[config.mk]
export PLATFORM = sky130hd
export DESIGN_NAME = muldiv_sequencer
export DESIGN_NICKNAME = d
export VERILOG_FILES = /design/src/rtl/muldiv_sequencer.sv
export SDC_FILE = /design/constraint.sdc
export NUM_CORES = 1
export LEC_CHECK = 0
export BUFFER_PORTS_ARGS = -buffer_cell sky130_fd_sc_hd__buf_2
export CAP_MARGIN = 0
export CORE_MARGIN = 10
export CORE_UTILIZATION = 44
export DETAILED_ROUTE_END_ITERATION = 10
export PLACE_DENSITY_LB_ADDON = 0.3
export SYNTH_ARGS = -nofsm -noshare
export SYNTH_HDL_FRONTEND = slang
export SYNTH_SLANG_ARGS = --single-unit
[constraint.sdc]
create_clock -name i_clk -period 4.8 [get_ports i_clk]
set_clock_uncertainty 0.1 [all_clocks]
set_input_delay 0.48 -clock i_clk [delete_from_list [all_inputs] [get_ports i_clk]]
set_output_delay 0.48 -clock i_clk [all_outputs]
set_load 0.02 [all_outputs]
[src/rtl/muldiv_sequencer.sv]
// Multi-cycle MULT/MULTU/DIV/DIVU sequencer that owns HiLo writes (radix-2 shift-add / restoring divide).
// Optional macro MULDIV_EARLY_TERM_EN: multiplies exit early once the remaining multiplier bits are zero.
module muldiv_sequencer #(
  parameter int WIDTH = 32
) (
  input  logic                 i_clk,
  input  logic                 i_rst,
  input  logic                 i_start,
  input  logic [1:0]           i_op,
  input  logic [WIDTH-1:0]     i_a,
  input  logic [WIDTH-1:0]     i_b,
  output logic                 o_busy,
  output logic                 o_hilo_en,
  output logic [2*WIDTH-1:0]   o_hilo_write,
  output logic                 o_div_by_zero
);

  localparam int CW = (WIDTH > 1) ? $clog2(WIDTH) : 1;

  typedef enum logic [1:0] {S_IDLE, S_ITER, S_FIN} state_t;
  typedef enum logic [1:0] {OP_MULT = 2'b00, OP_MULTU = 2'b01, OP_DIV = 2'b10, OP_DIVU = 2'b11} op_t;

  state_t               r_state;
  state_t               w_state_next;
  op_t                  r_op;
  logic                 r_sa;
  logic                 r_sb;
  logic                 r_dbz;
  logic [CW-1:0]        r_cnt;
  // Multiply: {upper partial product, multiplier}. Divide: {remainder, quotient}.
  logic [2*WIDTH-1:0]   r_acc;
  logic [WIDTH-1:0]     r_opnd;
  logic                 r_hilo_en;
  logic                 r_div_by_zero;
  logic [2*WIDTH-1:0]   r_hilo_write;

  logic                 w_signed;
  logic                 w_sa;
  logic                 w_sb;
  logic [WIDTH-1:0]     w_a_mag;
  logic [WIDTH-1:0]     w_b_mag;
  logic                 w_is_div;
  logic                 w_last;
  logic                 w_mul_zero;
  logic                 w_early;
  logic                 w_iter_done;
  logic [WIDTH:0]       w_mul_sum;
  logic [2*WIDTH-1:0]   w_mul_next;
  logic [2*WIDTH:0]     w_div_shift;
  logic [WIDTH:0]       w_div_trial;
  logic [2*WIDTH-1:0]   w_div_next;
  logic [2*WIDTH-1:0]   w_acc_next;

  assign w_signed = ~i_op[0];
  assign w_sa     = w_signed & i_a[WIDTH-1];
  assign w_sb     = w_signed & i_b[WIDTH-1];
  assign w_a_mag  = w_sa ? -i_a : i_a;
  assign w_b_mag  = w_sb ? -i_b : i_b;

  assign w_is_div = (r_op == OP_DIV) || (r_op == OP_DIVU);
  assign w_last   = (r_cnt == CW'(WIDTH - 1));

  // Applies the sign correction to the unsigned result of the final iteration.
  function automatic logic [2*WIDTH-1:0] f_result(input op_t op, input logic sa, input logic sb,
                                                  input logic dbz, input logic [2*WIDTH-1:0] acc);
    logic [WIDTH-1:0] lo;
    logic [WIDTH-1:0] hi;
    if (op == OP_MULT || op == OP_MULTU) begin
      return (sa ^ sb) ? -acc : acc;
    end
    lo = acc[WIDTH-1:0];
    hi = acc[2*WIDTH-1:WIDTH];
    if (sa ^ sb) lo = -lo;
    if (sa)      hi = -hi;
    if (dbz)     lo = '1;
    return {hi, lo};
  endfunction

  // NOTE: every signal driven here gets a default before any branch, so no latch can be inferred.
  always_comb begin
    w_mul_sum   = {1'b0, r_acc[2*WIDTH-1:WIDTH]} + {1'b0, (r_acc[0] ? r_opnd : {WIDTH{1'b0}})};
    w_mul_next  = {w_mul_sum, r_acc[WIDTH-1:1]};

    w_div_shift = {r_acc, 1'b0};
    w_div_trial = w_div_shift[2*WIDTH:WIDTH] - {1'b0, r_opnd};
    w_div_next  = w_div_shift[2*WIDTH-1:0];
    if (!w_div_trial[WIDTH]) begin
      w_div_next = {w_div_trial[WIDTH-1:0], w_div_shift[WIDTH-1:1], 1'b1};
    end
  end

`ifdef MULDIV_EARLY_TERM_EN
  localparam int SW = $clog2(WIDTH + 1);

  logic [WIDTH-1:0]   w_mul_mask;
  logic [SW-1:0]      w_skip_amt;
  logic [2*WIDTH-1:0] w_mul_skip;

  // The low WIDTH-r_cnt bits of the accumulator are the multiplier bits not yet consumed.
  assign w_mul_mask = {WIDTH{1'b1}} >> r_cnt;
  assign w_mul_zero = ((r_acc[WIDTH-1:0] & w_mul_mask) == '0);
  assign w_skip_amt = SW'(WIDTH) - SW'(r_cnt);
  assign w_mul_skip = r_acc >> w_skip_amt;
`else
  assign w_mul_zero = 1'b0;
`endif

  assign w_early     = !w_is_div && w_mul_zero;
  assign w_iter_done = w_last || w_early;

  always_comb begin
    w_acc_next = w_mul_next;
    if (w_is_div) begin
      w_acc_next = w_div_next;
`ifdef MULDIV_EARLY_TERM_EN
    end else if (w_early) begin
      w_acc_next = w_mul_skip;
`endif
    end
  end

  always_comb begin
    w_state_next = r_state;
    case (r_state)
      S_IDLE:  if (i_start) w_state_next = S_ITER;
      S_ITER:  if (w_iter_done) w_state_next = S_FIN;
      S_FIN:   w_state_next = S_IDLE;
      default: w_state_next = S_IDLE;
    endcase
  end

  // NOTE: sequential state uses non-blocking assignments so every flop samples pre-edge values.
  always_ff @(posedge i_clk or posedge i_rst) begin
    if (i_rst) begin
      r_state <= S_IDLE;
    end else begin
      r_state <= w_state_next;
    end
  end

  // NOTE: all working registers are reset so an aborted operation leaves nothing behind.
  always_ff @(posedge i_clk or posedge i_rst) begin
    if (i_rst) begin
      r_op          <= OP_MULT;
      r_sa          <= 1'b0;
      r_sb          <= 1'b0;
      r_dbz         <= 1'b0;
      r_cnt         <= '0;
      r_acc         <= '0;
      r_opnd        <= '0;
      r_hilo_en     <= 1'b0;
      r_div_by_zero <= 1'b0;
      r_hilo_write  <= '0;
    end else begin
      r_hilo_en     <= 1'b0;
      r_div_by_zero <= 1'b0;
      case (r_state)
        S_IDLE: begin
          if (i_start) begin
            r_op  <= op_t'(i_op);
            r_sa  <= w_sa;
            r_sb  <= w_sb;
            r_dbz <= i_op[1] && (i_b == '0);
            r_cnt <= '0;
            if (i_op[1]) begin
              r_acc  <= {{WIDTH{1'b0}}, w_a_mag};
              r_opnd <= w_b_mag;
            end else begin
              r_acc  <= {{WIDTH{1'b0}}, w_b_mag};
              r_opnd <= w_a_mag;
            end
          end
        end
        S_ITER: begin
          r_acc <= w_acc_next;
          r_cnt <= r_cnt + CW'(1);
          if (w_iter_done) begin
            r_hilo_en     <= 1'b1;
            r_div_by_zero <= r_dbz;
            r_hilo_write  <= f_result(r_op, r_sa, r_sb, r_dbz, w_acc_next);
          end
        end
        default: ;
      endcase
    end
  end

  assign o_busy        = (r_state != S_IDLE);
  assign o_hilo_en     = r_hilo_en;
  assign o_div_by_zero = r_div_by_zero;
  assign o_hilo_write  = r_hilo_write;

endmodule

==> results of run 1 <==
==> layout by cell type, fill, tap and decap left out, types with 7 or more instances in the layout <==
master,synthesis,final
a211o_1,11,11
a211oi_1,20,19
a21o_1,23,23
a21oi_1,181,174
a21oi_2,6,13
a31oi_1,27,26
and2_1,42,42
and3_1,14,13
buf_2,19,135
buf_4,4,140
clkbuf_16,0,17
dfrtp_1,173,172
ha_1,70,70
inv_1,68,67
mux2i_1,34,34
nand2_1,247,244
nand2b_1,12,10
nand3_1,59,58
nand4_1,21,21
nor2_1,173,172
nor2b_1,13,13
nor3_1,47,47
nor4_1,21,17
o211ai_1,26,26
o21a_1,12,12
o21ai_0,200,196
o21ai_1,7,10
o21bai_1,11,11
o221ai_1,23,23
o22ai_1,7,7
o31ai_1,12,10
or3_1,9,8
xnor2_1,93,92
xor2_1,76,76
==> state kept, by name (all words and copies together), names as in the netlist <==
| register | flops |
|---|---|
| r_dbz | 1 |
| r_sb | 1 |
| o_hilo_write | 64 |
| r_op | 1 |
| r_cnt | 5 |
| r_acc | 64 |
| o_hilo_en | 1 |
| r_opnd | 32 |
| o_div_by_zero | 1 |
| r_sa | 1 |
| r_state | 2 |
==> through the flow <==
stage	utilization (%)	cells
6_report	52.3	2639
4_1_cts	51.7	2637
2_1_floorplan	-	1988
3_3_place_gp	50.0	2605
5_1_grt	52.3	2639
3_5_place_dp	50.0	2605
==> worst max-delay path, stage by stage (launching register included) <==
cell	delay, ps
dfrtp_1	370
inv_1	50
ha_1	420
nand4_1	280
nor4_4	330
a21boi_2	290
buf_4	200
o21ai_4	120
buf_6	200
a211oi_2	490
nand2_1	200
nor2_1	330
inv_1	140
or4b_1	540
a21boi_1	200
xnor2_1	140
o21ai_1	70
==> kinds of logic after synthesis <==
family	count (synthesis)	share of synthesized area, %
buffers and inverters	188	5.15
AND/OR/NAND/NOR	701	21.6
adder cells (fa/ha/maj)	72	5.97
XOR/XNOR	169	9.65
AO/OA/AOI/OAI	647	26.9
multiplexers	38	2.51
flip-flops	173	28.2
==> worst paths after layout <==
path | start | endpoint | slack, ps | cells after the start
min reg2reg | o_hilo_write[52]$_DFFE_PP0P_ | o_hilo_write[52]$_DFFE_PP0P_ | 370 | 2
max reg2reg | r_opnd[19]$_DFFE_PP0P_ | o_hilo_write[51]$_DFFE_PP0P_ | 200 | 16
max in group asynchronous | i_rst | r_op[1]$_DFFE_PP0P_ | 3490 | 3
max | r_opnd[19]$_DFFE_PP0P_ | o_hilo_write[51]$_DFFE_PP0P_ | 200 | 16
min | i_rst | o_hilo_write[59]$_DFFE_PP0P_ | 150 | 3
min in group i_clk | i_b[31] | r_dbz$_DFFE_PP0P_ | 280 | 3
==> per-layer routing <==
metal / track usage [%] / vias to the layer above
met5: 0 / -
met4: 13.4 / 0
met3: 5.51 / 147
met2: 42.3 / 706
met1: 33.8 / 7506
li1: - / 7511
==> cell type report <==
| cell class | instances | area [µm²] |
|---|---|---|
| multi-input cells | 1627 | 10400 |
| well taps | 455 | 569 |
| clock buffers | 17 | 425 |
| fillers | 3340 | 16400 |
| inverters | 71 | 270 |
| repair buffers | 281 | 1820 |
| clock inverters | 15 | 174 |
| flip-flops and latches | 173 | 4330 |
==> what timing repair did <==
action	CTS	global route
buffers inserted	0	2
endpoints found under the hold margin	0	0
hold buffers	0	0
endpoints found under the setup margin	0	22
gates resized for setup	0	39
==> metrics, run 1 <==
post-synthesis register bit count=roughly 170; Post-DRT Antenna Nets=0; drt drc=0; Root Buffer Master=clkbuf_16; synth unique cells=98; dominant synthesized flop cell=dfrtp_1; wl on met1=~24000 µm; wire length per cell=21.8 µm; # H-tree levels=4; synthesized area=around 15000 µm²; wirelength, routed=between 50000 and 60000 µm; DR top layer=met4; CTS Buf Count=17; share of post-route cells with drive strength above 1=a little under a fifth; CTS Sinks=around 170; RSZ-0062 raised after global routing=yes; Fin Hold WS=~150 ps; routed vias=~16000; Slew Viols, Final=0; endpoint arrival time on the critical path=between 4000 and 5000 ps; area leader, netlist=dfrtp_1; Worst Path Required=about 5000 ps; Core Footprint=approximately 34000 µm²; WL met3=roughly 4600 µm; DPL Wire Length=roughly 44000 µm; ANT cells=0; cells after synthesis=about 2000; syn avg cell area=7.72 µm²; sequential area share after synthesis=roughly 28%; CTS tree=done; CP Class=register to register; global-route wire length before repair=about 90000 µm; Initial Utilization=between 40 and 50%; initial antenna violation count=1; Crit. End Element=register; routed wl met2=roughly 26000 µm; drt via density=between 6 and 7; I/O pin total=136; grt ovf=0; Die Width=207 µm; Fin. Hold Viols=0; status=completed; count leader, synth=nand2_1; crit path launch type=register; clock latency at the later pin of the worst-skew pair=between 400 and 500 ps; all-layer global routing usage=a little over a quarter; Highest Clock Rate=217 MHz; CTS Buffer Depth=2; GPL Wtd Cong=between 0.9 and 1; Synth area leaders=dfrtp_1, o21ai_0, nand2_1; Syn Nets=between 2000 and 2500; die area=about 43000 µm²; area grow syn2layout=17.4%; top post-synthesis cells by count=nand2_1, o21ai_0, a21oi_1; HP Class=primary input to asynchronous set/reset pin; final setup margin=201 ps; vias in the first global route=about 16000; Cell Rows=slightly below 70; maximum capacitance violations=0; largest net degree at the start of global routing=174; Rel. slew slack=between 20 and 30%; Setup-failing EPs final=0; slew at the pin with the worst max-slew slack=between 1000 and 1500 ps; port bufs=135; placed instance area=about 17000 µm²; drt pass-1 iters=6; drt first-iter violations=roughly 1600; TNS Setup=0 ps; final std cell area, no fill=roughly 18000 µm²; die height=about 210 µm; Yosys warnings=0; nets=roughly 2300; post-synth top area share=between 20% and 30%; CP max FO=13; Worst-path clk slew=80 ps; period utilisation layout=between 90% and 100%; Final Critical Period=between 4000 and 5000 ps; async set-reset flop share out of synthesis=100%; DP Worst Slack=137 ps; Post-synth EDFFs=0
Power of run 1 is left out: the tool's default activity adds up to more than one toggle a clock period on the data nets, which glitch-free logic cannot reach.
==> run 2, diff against run 1 <==
--- a/config.mk
+++ b/config.mk
@@ -11,6 +11,7 @@
 export CORE_UTILIZATION = 44
 export DETAILED_ROUTE_END_ITERATION = 10
 export PLACE_DENSITY_LB_ADDON = 0.3
+export RECOVER_POWER = 100
 export SYNTH_ARGS = -nofsm -noshare
 export SYNTH_HDL_FRONTEND = slang
 export SYNTH_SLANG_ARGS = --single-unit
==> metrics, run 2 (synthesized netlist as in run 1, its figures left out) <==
drt via density=6.03 (+0.29%); r2r endpoint=o_hilo_write[51]$_DFFE_PP0P_; initial antenna violation count=1 (unchanged); HP Class=primary input to register; endpoint arrival time on the critical path=4830 ps (about the same); CP Class=register to register; CTS tree=done; Root Buffer Master=clkbuf_16; Core Footprint=34500 µm² (unchanged); die area=42700 µm² (unchanged); Post-DRT Antenna Nets=0 (unchanged); DPL Wire Length=44300 µm (unchanged); largest net degree at the start of global routing=174 (unchanged); port bufs=135 (unchanged); Crit. End Element=register; Reg2Reg Launch Point=r_opnd[19]$_DFFE_PP0P_; I/O pin total=136 (unchanged); maximum capacitance violations=2 (+2); all-layer global routing usage=26.7% (unchanged); Cell Rows=68 (unchanged); WHS Endpoint=r_dbz$_DFFE_PP0P_; CTS Buffer Depth=2 (unchanged); slew at the pin with the worst max-slew slack=2530 ps (+1450 ps); Highest Clock Rate=218 MHz (about the same); Final Critical Period=4600 ps (-1.59 ps); wire length per cell=21.8 µm (about the same); Fin. Hold Viols=0 (unchanged); share of post-route cells with drive strength above 1=15.2% (-3.2 points); RSZ-0062 raised after global routing=yes; wirelength, routed=57600 µm (about the same); Slew Viols, Final=217 (+217); drt first-iter violations=1464 (-6.6%); Worst-path clk slew=80 ps (about the same); CTS Sinks=173 (unchanged); drt pass-1 iters=8 (+2); commonest non-fill, non-tap cell in the layout=nand2_1; # H-tree levels=4 (unchanged); area grow syn2layout=16.7%; commonest non-fill, non-tap cells in the layout=nand2_1, o21ai_0, a21oi_1; Reg2Reg Depth=16 (unchanged); crit path launch type=register; GPL Wtd Cong=0.955 (unchanged); CP max FO=13 (unchanged); ANT cells=0 (unchanged); Initial Utilization=44.5% (unchanged); Worst Path Required=5030 ps (about the same); Setup-failing EPs final=0 (unchanged); hold path start=i_b[31]; nets=2312 (unchanged); final std cell area, no fill=17900 µm² (-0.57%); Die Width=207 µm (unchanged); clock latency at the later pin of the worst-skew pair=470 ps (about the same); drt drc=0 (unchanged); fill cell count=3366 (+0.78%); failing checks=max-capacitance violations, max-slew violations; vias in the first global route=15636 (unchanged); routed vias=15916 (+0.29%); Post-CTS Hold Buffers=0 (unchanged); placed instance area=17200 µm² (unchanged); depth of the worst hold-timing path=3; flop2flop setup slack=200 ps (about the same); grt ovf=0 (unchanged); Rel. slew slack=-68.6% (-97 points); die height=207 µm (unchanged); global-route wire length before repair=88700 µm (unchanged); period utilisation layout=95.8% (about the same); CTS Buf Count=17 (unchanged); status=finished with violations
run 2: worst max-delay path by stage:
| stage | start | endpoint | slack (ps) | cells after the start |
|---|---|---|---|---|
| 2_1_floorplan | r_acc[31]$_DFFE_PP0P_ | o_hilo_write[60]$_DFFE_PP0P_ | 150 | 24 |
| 3_3_place_gp | r_acc[45]$_DFFE_PP0P_ | o_hilo_write[50]$_DFFE_PP0P_ | 120 | 20 |
| 3_5_place_dp | r_acc[40]$_DFFE_PP0P_ | o_hilo_write[63]$_DFFE_PP0P_ | 140 | 15 |
| 4_1_cts | r_acc[40]$_DFFE_PP0P_ | o_hilo_write[63]$_DFFE_PP0P_ | 90 | 15 |
| 5_1_grt | r_acc[31]$_DFFE_PP0P_ | o_hilo_write[58]$_DFFE_PP0P_ | -50 | 21 |
| 6_report | r_opnd[19]$_DFFE_PP0P_ | o_hilo_write[51]$_DFFE_PP0P_ | 200 | 16 |
run 2: layer usage:
metal | wire, µm | track usage [%]
met1 | 23800 | 33.8
met2 | 26200 | 42.3
met3 | 4640 | 5.51
met4 | 2920 | 13.4
met5 | 0 | 0
run 2: metrics by stage:
stage / worst slack [ps] / util (%) / setup TNS, ps / instances / hold WS, ps
2_1_floorplan: 154 / - / 0 / 1988 / 349
3_3_place_gp: 115 / 50.0 / 0 / 2605 / 362
3_5_place_dp: 137 / 50.0 / 0 / 2605 / 366
4_1_cts: 85.7 / 51.7 / 0 / 2637 / 260
5_1_grt: -54.0 / 52.0 / -177 / 2639 / 282
6_report: 203 / 52.0 / 0 / 2639 / 279
run 2: worst max-delay path, cell delays in order (launching register included):
cell	delay, ps
dfrtp_1	370
inv_1	50
ha_1	420
nand4_1	280
nor4_4	330
a21boi_2	290
buf_4	200
o21ai_4	120
buf_6	210
a211oi_2	490
nand2_1	200
nor2_1	330
inv_1	130
or4b_1	540
a21boi_1	190
xnor2_1	140
o21ai_1	70
run 2: area by class of cell:
type                    count  area, µm²  share of cell area, %
clock buffers              17        425                   2.38
flip-flops and latches    173       4330                   24.2
multi-input cells        1627      10400                   58.2
inverters                  71        270                   1.51
well taps                 455        569                   3.18
clock inverters            15        174                  0.971
repair buffers            281       1720                   9.61
run 2: repair_timing:
| item | 4_1_cts | 5_1_grt |
|---|---|---|
| setup endpoints to repair | 0 | 22 |
| gates resized for setup | 0 | 39 |
| buffers inserted | 0 | 2 |
Power of run 2 is left out for the same reason.
